`src/rtl/fetch_ctrl.sv`:
```
// Fetch sequencer: owns the PC, reads a combinational instruction memory and queues
// {pc, instr} pairs for decode. Optional perf counters under `FETCH_PERF_EN`.
module fetch_ctrl #(
  parameter int unsigned       ADDR_W   = 64,
  parameter int unsigned       INSTR_W  = 32,
  parameter logic [ADDR_W-1:0] RESET_PC = '0
) (
  input  logic               clk_i,
  input  logic               rst_i,
  output logic [ADDR_W-1:0]  imem_addr_o,
  input  logic [INSTR_W-1:0] imem_instr_i,
  output logic               dec_valid_o,
  input  logic               dec_ready_i,
  output logic [INSTR_W-1:0] dec_instr_o,
  output logic [ADDR_W-1:0]  dec_pc_o,
  input  logic               redirect_valid_i,
  input  logic [ADDR_W-1:0]  redirect_pc_i,
  input  logic               halt_req_i,
  output logic               halted_o,
`ifdef FETCH_PERF_EN
  output logic               fault_o,
  output logic [31:0]        perf_fetched_o,
  output logic [31:0]        perf_stall_o
`else
  output logic               fault_o
`endif
);

  typedef enum logic [1:0] {StBoot, StRun, StHalt, StFault} state_e;

  state_e              state_q, state_d;
  logic [ADDR_W-1:0]   pc_q, pc_d;
  logic [1:0]          count_q, count_d;
  logic                rd_ptr_q, rd_ptr_d;
  logic                wr_ptr_q, wr_ptr_d;
  logic [ADDR_W-1:0]   ent_pc_q    [2];
  logic [INSTR_W-1:0]  ent_instr_q [2];

  logic pop, push, redir_act, redir_ok, halt_act;

  assign pop       = dec_valid_o & dec_ready_i;
  assign redir_act = redirect_valid_i & ((state_q == StRun) | (state_q == StHalt));
  assign redir_ok  = redir_act & (redirect_pc_i[1:0] == 2'b00);
  assign halt_act  = halt_req_i & (state_q == StRun) & ~redir_act;
  // A full queue can still accept a fetch when the head leaves in the same cycle.
  assign push      = (state_q == StRun) & ~redirect_valid_i & ~halt_req_i &
                     ((count_q != 2'd2) | pop);

  // State register
  always_ff @(posedge clk_i or posedge rst_i) begin
    if (rst_i) begin
      state_q  <= StBoot;
      pc_q     <= RESET_PC;
      count_q  <= 2'd0;
      rd_ptr_q <= 1'b0;
      wr_ptr_q <= 1'b0;
    end else begin
      state_q  <= state_d;
      pc_q     <= pc_d;
      count_q  <= count_d;
      rd_ptr_q <= rd_ptr_d;
      wr_ptr_q <= wr_ptr_d;
    end
  end

  // Entry payload is don't-care while invalid, so it carries no reset.
  always_ff @(posedge clk_i) begin
    if (push) begin
      ent_pc_q[wr_ptr_q]    <= pc_q;
      ent_instr_q[wr_ptr_q] <= imem_instr_i;
    end
  end

  // Next-state logic
  always_comb begin
    state_d = state_q;
    unique case (state_q)
      StBoot:  state_d = StRun;
      StRun: begin
        if (redir_act)       state_d = redir_ok ? StRun : StFault;
        else if (halt_req_i) state_d = StHalt;
      end
      StHalt: begin
        if (redir_act) state_d = redir_ok ? StRun : StFault;
      end
      StFault: state_d = StFault;
      default: state_d = StFault;
    endcase
  end

  always_comb begin
    pc_d     = pc_q;
    count_d  = count_q;
    rd_ptr_d = rd_ptr_q;
    wr_ptr_d = wr_ptr_q;
    if (redir_ok) begin
      pc_d = redirect_pc_i;
    end else if (push) begin
      pc_d = pc_q + ADDR_W'(4);
    end
    if (redir_act) begin
      count_d  = 2'd0;
      rd_ptr_d = 1'b0;
      wr_ptr_d = 1'b0;
    end else begin
      count_d  = count_q + {1'b0, push} - {1'b0, pop};
      rd_ptr_d = rd_ptr_q ^ pop;
      wr_ptr_d = wr_ptr_q ^ push;
    end
  end

  // Outputs
  always_comb begin
    imem_addr_o = pc_q;
    dec_valid_o = (count_q != 2'd0);
    dec_pc_o    = ent_pc_q[rd_ptr_q];
    dec_instr_o = ent_instr_q[rd_ptr_q];
    halted_o    = (state_q == StHalt) && (count_q == 2'd0);
    fault_o     = (state_q == StFault);
  end

`ifdef FETCH_PERF_EN
  logic [31:0] perf_fetched_q, perf_fetched_d;
  logic [31:0] perf_stall_q, perf_stall_d;
  logic        stall;

  assign stall = (state_q == StRun) & (count_q == 2'd2) & ~pop;

  always_comb begin
    perf_fetched_d = perf_fetched_q;
    perf_stall_d   = perf_stall_q;
    if (halt_act) begin
      perf_fetched_d = '0;
      perf_stall_d   = '0;
    end else begin
      if (push && !(&perf_fetched_q)) perf_fetched_d = perf_fetched_q + 32'd1;
      if (stall && !(&perf_stall_q))  perf_stall_d   = perf_stall_q + 32'd1;
    end
  end

  always_ff @(posedge clk_i or posedge rst_i) begin
    if (rst_i) begin
      perf_fetched_q <= '0;
      perf_stall_q   <= '0;
    end else begin
      perf_fetched_q <= perf_fetched_d;
      perf_stall_q   <= perf_stall_d;
    end
  end

  assign perf_fetched_o = perf_fetched_q;
  assign perf_stall_o   = perf_stall_q;
`endif

endmodule

```
`config.mk`:
```
export PLATFORM = sky130hd
export DESIGN_NAME = fetch_ctrl
export DESIGN_NICKNAME = d
export VERILOG_FILES = /design/src/rtl/fetch_ctrl.sv
export SDC_FILE = /design/constraint.sdc
export NUM_CORES = 1
export LEC_CHECK = 0
export CORE_MARGIN = 4
export CORE_UTILIZATION = 40
export CTS_BUF_LIST = sky130_fd_sc_hd__clkbuf_16
export CTS_CLUSTER_SIZE = 40
export DETAILED_ROUTE_END_ITERATION = 7
export PLACE_DENSITY = 0.73
export SETUP_SLACK_MARGIN = 0.1
export SLEW_MARGIN = 0
export SYNTH_ARGS = -nofsm -noshare
export SYNTH_HDL_FRONTEND = slang
export SYNTH_SLANG_ARGS = --single-unit
```
`constraint.sdc`:
```
create_clock -name clk_i -period 10.51 [get_ports clk_i]
set_input_delay 1.5765 -clock clk_i [delete_from_list [all_inputs] [get_ports clk_i]]
set_output_delay 1.5765 -clock clk_i [all_outputs]
set_load 0.005 [all_outputs]
```
==> impl_results.md, run 1 <==
* RSZ-0062 raised after global routing: false
* Placed insts at about 1400
* Final Hold Viols at 0
* Hold path start: imem_addr_o[0]$_DFFE_PP0P_
* Syn_area_per_cell at between 10 and 15 um^2
* Clock slew at reported path FFs at about 0.06 ns
* Vias per cell at 5.341
* Post-synthesis cell area at ~11000 um^2
* CP endpoint kind: register
* Area growth syn-to-layout at 34.90%
* Critical path arrival at 5.33 ns
* DRC at 0
* PostCTS Resize Cnt at 0
* Setup Viol. Count Final at 0
* Remaining global-route overflow at 0
* Max Cap Viol at 0
* Cell breakdown of the critical path: clkdlybuf4s50_1 -> nor3b_1 -> nand2_1 -> inv_1 -> ha_4 -> buf_4
* Io pins at approximately 260
* EDFF count, synth at roughly 190
* Full die area at ~31000 um^2
* Post-DP HPWL at 20.66 mm
* Design Area, Final at 15320 um^2
* Cells on worst reg2reg path at 7
* Placement Setup Slack at around 4.8 ns
* Pre-Repair DR Iteration Count at 5
* RR Endpoint: ent_instr_q[0][31]$_DFFE_PP_
* Status: finished, final reports clean
* Hold Path Cell Cnt at 0
* Internal at approximately 2600 uW
* TritonCTS Buffers at 29
* Commonest cells in the netlist: edfxtp_1, mux2_2, dfrtp_1, nand2_1
* Cts hold-fix bufs at 0
* Worst endpoint required time at approximately 11 ns
* YS warnings at 0
* Hold Path Class: register to register
* Async set or reset register ratio after synthesis at 0.2672
* First-pass GRT wire length at around 46 mm
* Post-synth top area share at 0.5077
* Sequential element share of the synthesized area at 0.6619
* Area leader, netlist: edfxtp_1
* Initial DRC count at approximately 630
* Post-DR wirelength/cell at 20.20 um
* Final Hold Slack at 0.5004 ns
* Pin count of the biggest net entering global routing at 84
* Number of synthesized register bits at 262
* Max stage delay cell, worst path: buf_4
* Layout cells sized above 1 at 0.1439
* Max rail drop VDD at approximately 0.16 mV
* Lkg Pwr at around 0.0052 uW
* Slowest Stage Delay on Critical Path at just under 0.8 ns
* Post-CTS Setup Inserts at 0
* Sw frac at 0.3025
* Setup slack after layout at about 5.3 ns
* Measured slew at the worst slew-check pin at between 1 and 1.5 ns
* Setup CP Type: input pin to register
* Clock latency on the worst-skew pair at ~0.54 ns
* Clock Power Share at 0.258
* Overall routing resource usage at 0.1862
* Synth unique cells at 52
* Htree depth at 1
* Detailed Route WL at ~30 mm
* Vias at between 8000 and 9000
* End point of the worst hold path: ent_pc_q[1][0]$_DFFE_PP_
* Tcrit/Tclk final at 0.4917
* Finished Layout Cells at 1499
* Post-Syn Nets at between 900 and 1000
* IO buf count at around 260
* CTS Buffer Depth at 3
* Routability congestion estimate from global placement at 0.8253
* Cells after Synth at about 840
* Starting Density at 0.4066
* Core ar. at between 20000 and 30000 um^2
* Chip Height at around 180 um
* DP Area at 14410 um^2
* Die Width at between 150 and 200 um
* Antenna violations before repair at 2
* Clock sinks at 262
* Post-route ant nets at 0
* Vias in the first global route at roughly 7800
* Fillers at approximately 2300
* Setup crit start kind: input pin
* Root Buffer: clkbuf_16
* Fmax at ~190 MHz
* Reg2Reg Setup Slack at ~6.3 ns
* Largest cells by area after synthesis: edfxtp_1, dfrtp_1, mux2_2
* Min cycle time layout at between 5 and 6 ns
* TritonCTS clock tree: built
* Main synth FF type: edfxtp_1
* Switching power at around 1100 uW
* Comb power frac at 0.294
* PD cells at approximately 240 nW/um^2
* Most frequent cell after synthesis: edfxtp_1
* Worst R2R Start: state_q[1]$_DFFE_PP0P_
* Slew Limit Fails at 0
* Slew HR at 0.2087
* Nets@finish at between 1000 and 1500
* Sequential share of power at 0.447
* Clock Skew at between 0.015 and 0.02 ns
* CP Max Fanout at 65
* Setup TNS at 0 ns
* Rows at 61
registers in the layout (all words and copies together) (netlist names):
signal / flops
rd_ptr_q: 1
state_q: 2
ent_pc_q: 128
imem_addr_o: 64
count_q: 2
wr_ptr_q: 1
ent_instr_q: 64
metal layers:
layer / GRT usage / part of all wire / vias to the layer above
met5: 0 / 0.00063 / -
met4: 0.05093 / 0.020 / 2
met3: 0.03683 / 0.074 / 45
met2: 0.3007 / 0.48 / 299
met1: 0.2590 / 0.43 / 3927
li1: - / - / 3733
worst max-delay path by stage:
stage	from	endpoint	slack, ns	cells after the start
3_5_place_dp	redirect_valid_i	ent_instr_q[0][1]$_DFFE_PP_	4.82	6
5_1_grt	redirect_valid_i	ent_pc_q[0][60]$_DFFE_PP_	5.10	6
6_report	redirect_valid_i	ent_instr_q[0][31]$_DFFE_PP_	5.34	6
4_1_cts	redirect_valid_i	ent_instr_q[0][9]$_DFFE_PP_	5.39	6
2_1_floorplan	redirect_valid_i	ent_instr_q[1][0]$_DFFE_PP_	5.17	6
3_3_place_gp	redirect_valid_i	ent_instr_q[0][3]$_DFFE_PP_	4.98	6
per-stage QoR:
step	power, uW	utilization
2_1_floorplan	2093	-
3_3_place_gp	2756	0.5160
3_5_place_dp	2784	0.5160
4_1_cts	3759	0.5483
5_1_grt	3914	0.5484
6_report	3719	0.5485
power by group through the flow:
| stage | registers [uW] | clock network (uW) | logic [uW] |
|---|---|---|---|
| 3_5_place_dp | 1680 | 0 | 1100 |
| 6_report | 1660 | 961 | 1090 |
| 4_1_cts | 1660 | 984 | 1110 |
| 3_3_place_gp | 1670 | 0 | 1080 |
| 2_1_floorplan | 1560 | 0 | 537 |
| 5_1_grt | 1700 | 1030 | 1190 |
logic make-up after synthesis:
group | after synthesis | share of synthesized area
adder cells (fa/ha/maj) | 9 | 0.009915
XOR/XNOR | 32 | 0.02468
AO/OA/AOI/OAI | 96 | 0.05189
AND/OR/NAND/NOR | 280 | 0.1328
flip-flops | 262 | 0.6619
buffers and inverters | 54 | 0.01829
multiplexers | 102 | 0.1006
final cells by class:
class,count,area (um^2),area share
antenna,2,5.005,0.0003267
clock buffer,29,725.7,0.04737
clock inverter,24,176.4,0.01151
inverter,15,57.56,0.003757
multi-input combinational,519,3677,0.2400
sequential,262,7521,0.4909
tap,378,473.0,0.03087
timing repair buffer,270,2685,0.1753
cell usage in the layout (no fill, tap or decap), types with 4 or more instances in the layout:
| cell | instances |
|---|---|
| a21oi_1 | 12 |
| buf_4 | 7 |
| xor2_1 | 6 |
| and4_1 | 4 |
| nand3_1 | 30 |
| a31oi_1 | 17 |
| and2_1 | 6 |
| inv_1 | 22 |
| dfrtp_1 | 69 |
| nand4_1 | 40 |
| clkbuf_16 | 29 |
| or2_2 | 4 |
| clkinv_2 | 7 |
| ha_1 | 7 |
| nor3_1 | 21 |
| mux2_2 | 97 |
| clkdlybuf4s50_1 | 263 |
| clkinv_1 | 7 |
| o31ai_1 | 7 |
| o211ai_1 | 5 |
| nor3b_1 | 4 |
| mux2i_1 | 5 |
| nand2_1 | 65 |
| nor2_1 | 40 |
| and3_1 | 5 |
| nand2b_1 | 7 |
| or4_1 | 15 |
| nor4_1 | 18 |
| xnor2_1 | 26 |
| or3_1 | 8 |
| o31a_1 | 6 |
| edfxtp_1 | 192 |
| o21ai_0 | 38 |
worst max-delay path, delay by kind of cell:
family | cells | cell delay (ns)
fa+ha+maj | 1 | 0.54
buf+inv | 3 | 2.11
simple gates | 2 | 0.98
No activity file was read; power rests on OpenSTA's default activity.
==> run 2, diff against run 1 <==
- PLACE_DENSITY: 0.73 -> 0.76
- clock period: 10.51 -> 4.35 ns (I/O delays scaled with it)
==> run 2 against run 1 <==
  * Clock power rose by 140%
  * Critical path depth fell by 3
  * Sequential share of layout area fell by 0.32 points
  * Worst hold slack improved by 0.0016 ns
  * Routed wire length rose by 0.26%
  * Utilization rose by 0.36 points
  * Register-to-register slack got worse by 4.9 ns
  * Global-route usage rose by 0.40 points
  * Cell count rose by 0.20%
  * Critical endpoint is now dec_pc_o[50]
==> impl_results.md, run 2 (synthesized netlist as in run 1, its figures left out) <==
* First-pass GRT wire length at 46.92 mm (was 45.85 mm)
* FF+latch area at 7521 um^2 (unchanged)
* Util after Layout at 0.5520 (was 0.5485)
* IO buf count at 263 (unchanged)
* Die Width at 176.5 um (unchanged)
* Area growth syn-to-layout at 35.78% (was 34.90%)
* Lkg Pwr at 0.005228 uW (was 0.005205 uW)
* Io pins at 264 (unchanged)
* Commonest non-fill, non-tap cell in the layout: clkdlybuf4s50_1 (unchanged)
* Post-CTS Setup Inserts at 0 (unchanged)
* Max Cap Viol at 0 (unchanged)
* Buffers and inverters on the worst path at 2 (was 3)
* Max stage delay cell, worst path: dfrtp_4 (was buf_4)
* PostCTS Resize Cnt at 0 (unchanged)
* Clock sinks at 262 (unchanged)
* CP Max Fanout at 63 (was 65)
* Htree depth at 1 (unchanged)
* Routability congestion estimate from global placement at 0.8462 (was 0.8253)
* Overall routing resource usage at 0.1902 (was 0.1862)
* TritonCTS Buffers at 28 (was 29)
* Clock slew at reported path FFs at 0.07 ns (was 0.06 ns)
* Setup Viol. Count Final at 0 (unchanged)
* Final Hold Viols at 0 (unchanged)
* Pin count of the biggest net entering global routing at 64 (was 84)
* Setup TNS at 0 ns (unchanged)
* Status: finished, final reports clean (unchanged)
* Slew HR at 0.3264 (was 0.2087)
* Nets@finish at 1210 (was 1207)
* Clock latency on the worst-skew pair at 0.54 ns (about the same)
* TritonCTS clock tree: built (unchanged)
* Slowest Stage Delay on Critical Path at 0.79 ns (was 0.78 ns)
* DP Area at 14510 um^2 (was 14410 um^2)
* Critical path arrival at 2.67 ns (was 5.33 ns)
* Chip Height at 176.5 um (unchanged)
* Max rail drop VDD at 0.4108 mV (was 0.1634 mV)
* Measured slew at the worst slew-check pin at 1.001 ns (was 1.176 ns)
* Vias per cell at 5.403 (was 5.341)
* CP endpoint kind: output port (was register)
* Initial DRC count at 705 (was 633)
* PD cells at 586.5 nW/um^2 (was 242.8 nW/um^2)
* Clock Skew at 0.02156 ns (was 0.01987 ns)
* Full die area at 31150 um^2 (unchanged)
* Setup crit start kind: register (was input pin)
* Reg2Reg Setup Slack at 1.36 ns (was 6.29 ns)
* Placed insts at 1448 (was 1444)
* Antenna violations before repair at 2 (unchanged)
* CTS Buffer Depth at 3 (unchanged)
* CP top delay family: buffers and inverters (unchanged)
* Commonest non-fill, non-tap cells in the layout: clkdlybuf4s50_1, edfxtp_1, mux2_2 (unchanged)
* Largest register FFs at 128 (unchanged)
* Placement Setup Slack at 0.8001 ns (was 4.821 ns)
* DRC at 0 (unchanged)
* Hold Path Class: register to register (unchanged)
* Fillers at 2337 (was 2323)
* Remaining global-route overflow at 0 (unchanged)
* Vias at 8115 (was 8006)
* Pre-Repair DR Iteration Count at 5 (unchanged)
* Slew Limit Fails at 0 (unchanged)
* Post-route ant nets at 0 (unchanged)
* Cell breakdown of the critical path: buf_12 -> mux2_2 -> clkdlybuf4s50_1 (was clkdlybuf4s50_1 -> nor3b_1 -> nand2_1 -> inv_1 -> ha_4 -> buf_4)
* Vias in the first global route at 8205 (was 7831)
* Starting Density at 0.4066 (unchanged)
* RSZ-0062 raised after global routing: false (unchanged)
* Root Buffer: clkbuf_16 (unchanged)
* Core ar. at 27930 um^2 (unchanged)
* Min cycle time layout at between 3 and 4 ns
* Rows at 61 (unchanged)
* Design Area, Final at 15420 um^2 (was 15320 um^2)
* Detailed Route WL at 30.36 mm (was 30.28 mm)
* Worst endpoint required time at 3.70 ns (was 10.67 ns)
* Post-DP HPWL at 21.18 mm (was 20.66 mm)
* Layout cells sized above 1 at 0.1515 (was 0.1439)
* Setup slack after layout at 1.025 ns (was 5.342 ns)
* Post-DR wirelength/cell at 20.21 um (was 20.20 um)
* Finished Layout Cells at 1502 (was 1499)
* Tcrit/Tclk final at 0.7643
* Setup CP Type: register to output port (was input pin to register)
* Fmax at 300.8 MHz
* Cts hold-fix bufs at 0 (unchanged)
* Area of the multi-input gates at 3677 um^2 (unchanged)
* Largest Register: ent_pc_q (unchanged)
run 2: cell count changes in the layout (fill, tap and decap cells not counted):
cell / previous run / this run
buf_12: 0 / 5
buf_4: 7 / 6
clkinvlp_4: 0 / 2
clkinv_2: 7 / 10
inv_1: 22 / 18
clkinv_1: 7 / 5
run 2: layout make-up:
class / count / area share
diodes: 2 / 0.0003245
clock buffers: 29 / 0.04706
clock inverters: 23 / 0.01193
inverters: 15 / 0.003732
multi-input cells: 519 / 0.2385
flip-flops and latches: 262 / 0.4877
well taps: 378 / 0.03067
repair buffers: 274 / 0.1801
run 2: final timing paths:
path / startpoint / end / cells after the start
max: rd_ptr_q$_DFF_PP0_ / dec_pc_o[50] / 3
min: imem_addr_o[0]$_DFFE_PP0P_ / ent_pc_q[0][0]$_DFFE_PP_ / 0
max reg2reg: imem_addr_o[2]$_DFFE_PP0P_ / imem_addr_o[44]$_DFFE_PP0P_ / 6
min reg2reg: imem_addr_o[0]$_DFFE_PP0P_ / ent_pc_q[0][0]$_DFFE_PP_ / 0
max in group asynchronous: rst_i / imem_addr_o[0]$_DFFE_PP0P_ / 3
min in group asynchronous: rst_i / imem_addr_o[36]$_DFFE_PP0P_ / 2
run 2: per-stage QoR:
stage,hold WS [ns],power (uW)
2_1_floorplan,0.4787,5056
3_3_place_gp,0.4899,6678
3_5_place_dp,0.4897,6759
4_1_cts,0.5066,9129
5_1_grt,0.5322,9512
6_report,0.5020,9045
run 2: routing by layer:
| metal | up-vias | wire length [um] | GRT usage |
|---|---|---|---|
| met1 | 4009 | 12680 | 0.2545 |
| li1 | 3726 | - | - |
| met2 | 332 | 14550 | 0.3157 |
| met4 | 0 | 816 | 0.05738 |
| met3 | 48 | 2318 | 0.03833 |
| met5 | - | 0 | 0 |
run 2: power breakdown:
part           switching (uW)  internal, uW
registers                 742          3280
clock network             958          1380
logic                    1050          1640
==> run 3, diff against run 2 <==
- clock period: 4.35 -> 3 ns (I/O delays scaled with it)
==> run 3 against run 2 <==
  * Count of clock-buffer cells in the layout is the same
  * Power grew 49%
  * Worst setup slack lost 0.75 ns
  * Critical path depth is the same
  * Register-to-register slack lost 1.1 ns
  * Critical path type unchanged
==> impl_results.md, run 3 (synthesized netlist as in run 1, its figures left out) <==
* Lkg Pwr at 0.005413 uW (was 0.005228 uW)
* Slew Limit Fails at 0 (unchanged)
* Critical path arrival at 2.28 ns (was 2.67 ns)
* Pre-Repair DR Iteration Count at 5 (unchanged)
* Max Cap Viol at 0 (unchanged)
* Max rail drop VDD at 0.6220 mV (was 0.4108 mV)
* Area growth syn-to-layout at 39.02% (was 35.78%)
* PD cells at 853.0 nW/um^2 (was 586.5 nW/um^2)
* Setup crit start kind: register (unchanged)
* Vias in the first global route at 8304 (was 8205)
* TritonCTS Buffers at 28 (unchanged)
* Hold Path Class: input pin to async pin (was register to register)
* Measured slew at the worst slew-check pin at 0.7077 ns (was 1.001 ns)
* Overall routing resource usage at 0.1915 (was 0.1902)
* Pin count of the biggest net entering global routing at 66 (was 64)
* FF+latch area at 7521 um^2 (unchanged)
* CP Max Fanout at 45 (was 63)
* Final Hold Viols at 0 (unchanged)
* Worst R2R Start: state_q[1]$_DFFE_PP0P_ (was imem_addr_o[2]$_DFFE_PP0P_)
* Fmax at 366.5 MHz
* Die Width at 176.5 um (unchanged)
* Clock slew at reported path FFs at 0.07 ns (about the same)
* Detailed Route WL at 30.87 mm (was 30.36 mm)
* Setup TNS at 0 ns (unchanged)
* Commonest non-fill, non-tap cell in the layout: clkdlybuf4s50_1 (unchanged)
* Setup Viol. Count Final at 0 (unchanged)
* Cell breakdown of the critical path: buf_12 -> mux2_2 -> clkdlybuf4s50_1 (unchanged)
* Final Hold Slack at 0.2938 ns (was 0.5020 ns)
* Io pins at 264 (unchanged)
* Root Buffer: clkbuf_16 (unchanged)
* Clock Skew at 0.01294 ns (was 0.02156 ns)
* Vias per cell at 5.329 (was 5.403)
* Starting Density at 0.4066 (unchanged)
* IO buf count at 263 (unchanged)
* Switching power at 4051 uW (was 2749 uW)
* Comb power frac at 0.326 (was 0.297)
* First-pass GRT wire length at 46.96 mm (was 46.92 mm)
* Min cycle time layout at between 2 and 3 ns
* CP top delay family: buffers and inverters (unchanged)
* Tcrit/Tclk final at 0.9096
* Htree depth at 1 (unchanged)
* DRC at 0 (unchanged)
* TritonCTS clock tree: built (unchanged)
* Sequential share of power at 0.413 (was 0.444)
* CP startpoint: rd_ptr_q$_DFF_PP0_ (unchanged)
* Crit path depth at 3 (unchanged)
* Status: finished, final reports clean (unchanged)
* Nets@finish at 1248 (was 1210)
* DP Area at 14820 um^2 (was 14510 um^2)
* Critical Path End: dec_pc_o[48] (was dec_pc_o[50])
* Sw frac at 0.3008 (was 0.3039)
* Max stage delay cell, worst path: dfrtp_4 (unchanged)
* Chip Height at 176.5 um (unchanged)
* Initial DRC count at 733 (was 705)
* Post-DP HPWL at 21.75 mm (was 21.18 mm)
* CTS Buffer Depth at 3 (unchanged)
* Buffers and inverters on the worst path at 2 (unchanged)
* Commonest non-fill, non-tap cells in the layout: clkdlybuf4s50_1, edfxtp_1, mux2_2 (unchanged)
* Vias at 8207 (was 8115)
* Slowest Stage Delay on Critical Path at 0.56 ns (was 0.79 ns)
* RSZ-0062 raised after global routing: false (unchanged)
* Antenna violations before repair at 3 (was 2)
* Clock Power Share at 0.261 (was 0.258)
* Clock latency on the worst-skew pair at 0.54 ns (about the same)
* CP endpoint kind: output port (unchanged)
* Layout cells sized above 1 at 0.1793 (was 0.1515)
* Cells on worst reg2reg path at 7 (was 6)
* Rows at 61 (unchanged)
* Clock sinks at 262 (unchanged)
* Slew HR at 0.5239 (was 0.3264)
* Post-route ant nets at 0 (unchanged)
* Area of the multi-input gates at 3681 um^2 (was 3677 um^2)
* Routability congestion estimate from global placement at 0.8557 (was 0.8462)
* RR Endpoint: imem_addr_o[44]$_DFFE_PP0P_ (unchanged)
* Internal at 9417 uW (was 6296 uW)
* Largest Register: ent_pc_q (unchanged)
* Worst endpoint required time at 2.55 ns (was 3.70 ns)
* Largest register FFs at 128 (unchanged)
* Fillers at 2334 (was 2337)
* Setup CP Type: register to output port (unchanged)
* Core ar. at 27930 um^2 (unchanged)
* Design Area, Final at 15790 um^2 (was 15420 um^2)
* Full die area at 31150 um^2 (unchanged)
* Remaining global-route overflow at 0 (unchanged)
* Reg2Reg Setup Slack at 0.29 ns (was 1.36 ns)
* Post-DR wirelength/cell at 20.05 um (was 20.21 um)
[run 3: cell count changes in the layout (fill, tap and decap cells not counted), sizes merged]
| cell | change |
|---|---|
| buf | +38 |
| inv | -2 |
| clkinvlp | +4 |
| bufinv | +1 |
| clkinv | -3 |
[run 3: per-stage QoR]
step           instances    util  total power [uW]  worst slack, ns
4_1_cts             1537  0.5645             13570           0.1251
6_report            1540  0.5652             13470           0.2712
5_1_grt             1540  0.5652             14190           0.1791
2_1_floorplan        835       -              7321          -0.2380
3_5_place_dp        1485  0.5306             10020         -0.05174
3_3_place_gp        1485  0.5306              9908          0.03566
[run 3: what timing repair did]
item | in CTS | in global routing
hold buffers | 0 | 0
endpoints found under the setup margin | 0 | 14
buffers inserted | 0 | 1
gates resized for setup | 0 | 1
[run 3: power groups by stage]
| stage | combinational [uW] | clock [uW] | sequential [uW] |
|---|---|---|---|
| after floorplan | 1880 | 0 | 5440 |
| after global placement | 4300 | 0 | 5610 |
| after detailed placement | 4360 | 0 | 5660 |
| after CTS | 4400 | 3590 | 5590 |
| after global routing | 4740 | 3760 | 5680 |
| final | 4390 | 3510 | 5570 |
[run 3: metal layers]
metal  wire [um]  up-vias  track usage
met4         912        2      0.05932
met2       14840      337       0.3166
met1       12540     3994       0.2531
met3        2572       55      0.04368
met5          15        -            0
li1            -     3819            -
[run 3: worst min-delay path by stage]
stage	startpoint	endpoint	slack (ns)
floorplan	imem_addr_o[0]$_DFFE_PP0P_	ent_pc_q[0][0]$_DFFE_PP_	0.48
global placement	imem_addr_o[0]$_DFFE_PP0P_	ent_pc_q[1][0]$_DFFE_PP_	0.49
detailed placement	imem_addr_o[0]$_DFFE_PP0P_	ent_pc_q[1][0]$_DFFE_PP_	0.50
CTS	rst_i	imem_addr_o[43]$_DFFE_PP0P_	0.30
global route	rst_i	imem_addr_o[43]$_DFFE_PP0P_	0.34
finish	rst_i	imem_addr_o[43]$_DFFE_PP0P_	0.29
[run 3: final cells by class]
type / instances / share of cell area
sequential: 262 / 0.4763
multi-input combinational: 519 / 0.2331
clock buffer: 29 / 0.04596
clock inverter: 23 / 0.01403
antenna: 2 / 0.0003170
tap: 378 / 0.02995
timing repair buffer: 312 / 0.1966
inverter: 15 / 0.003645
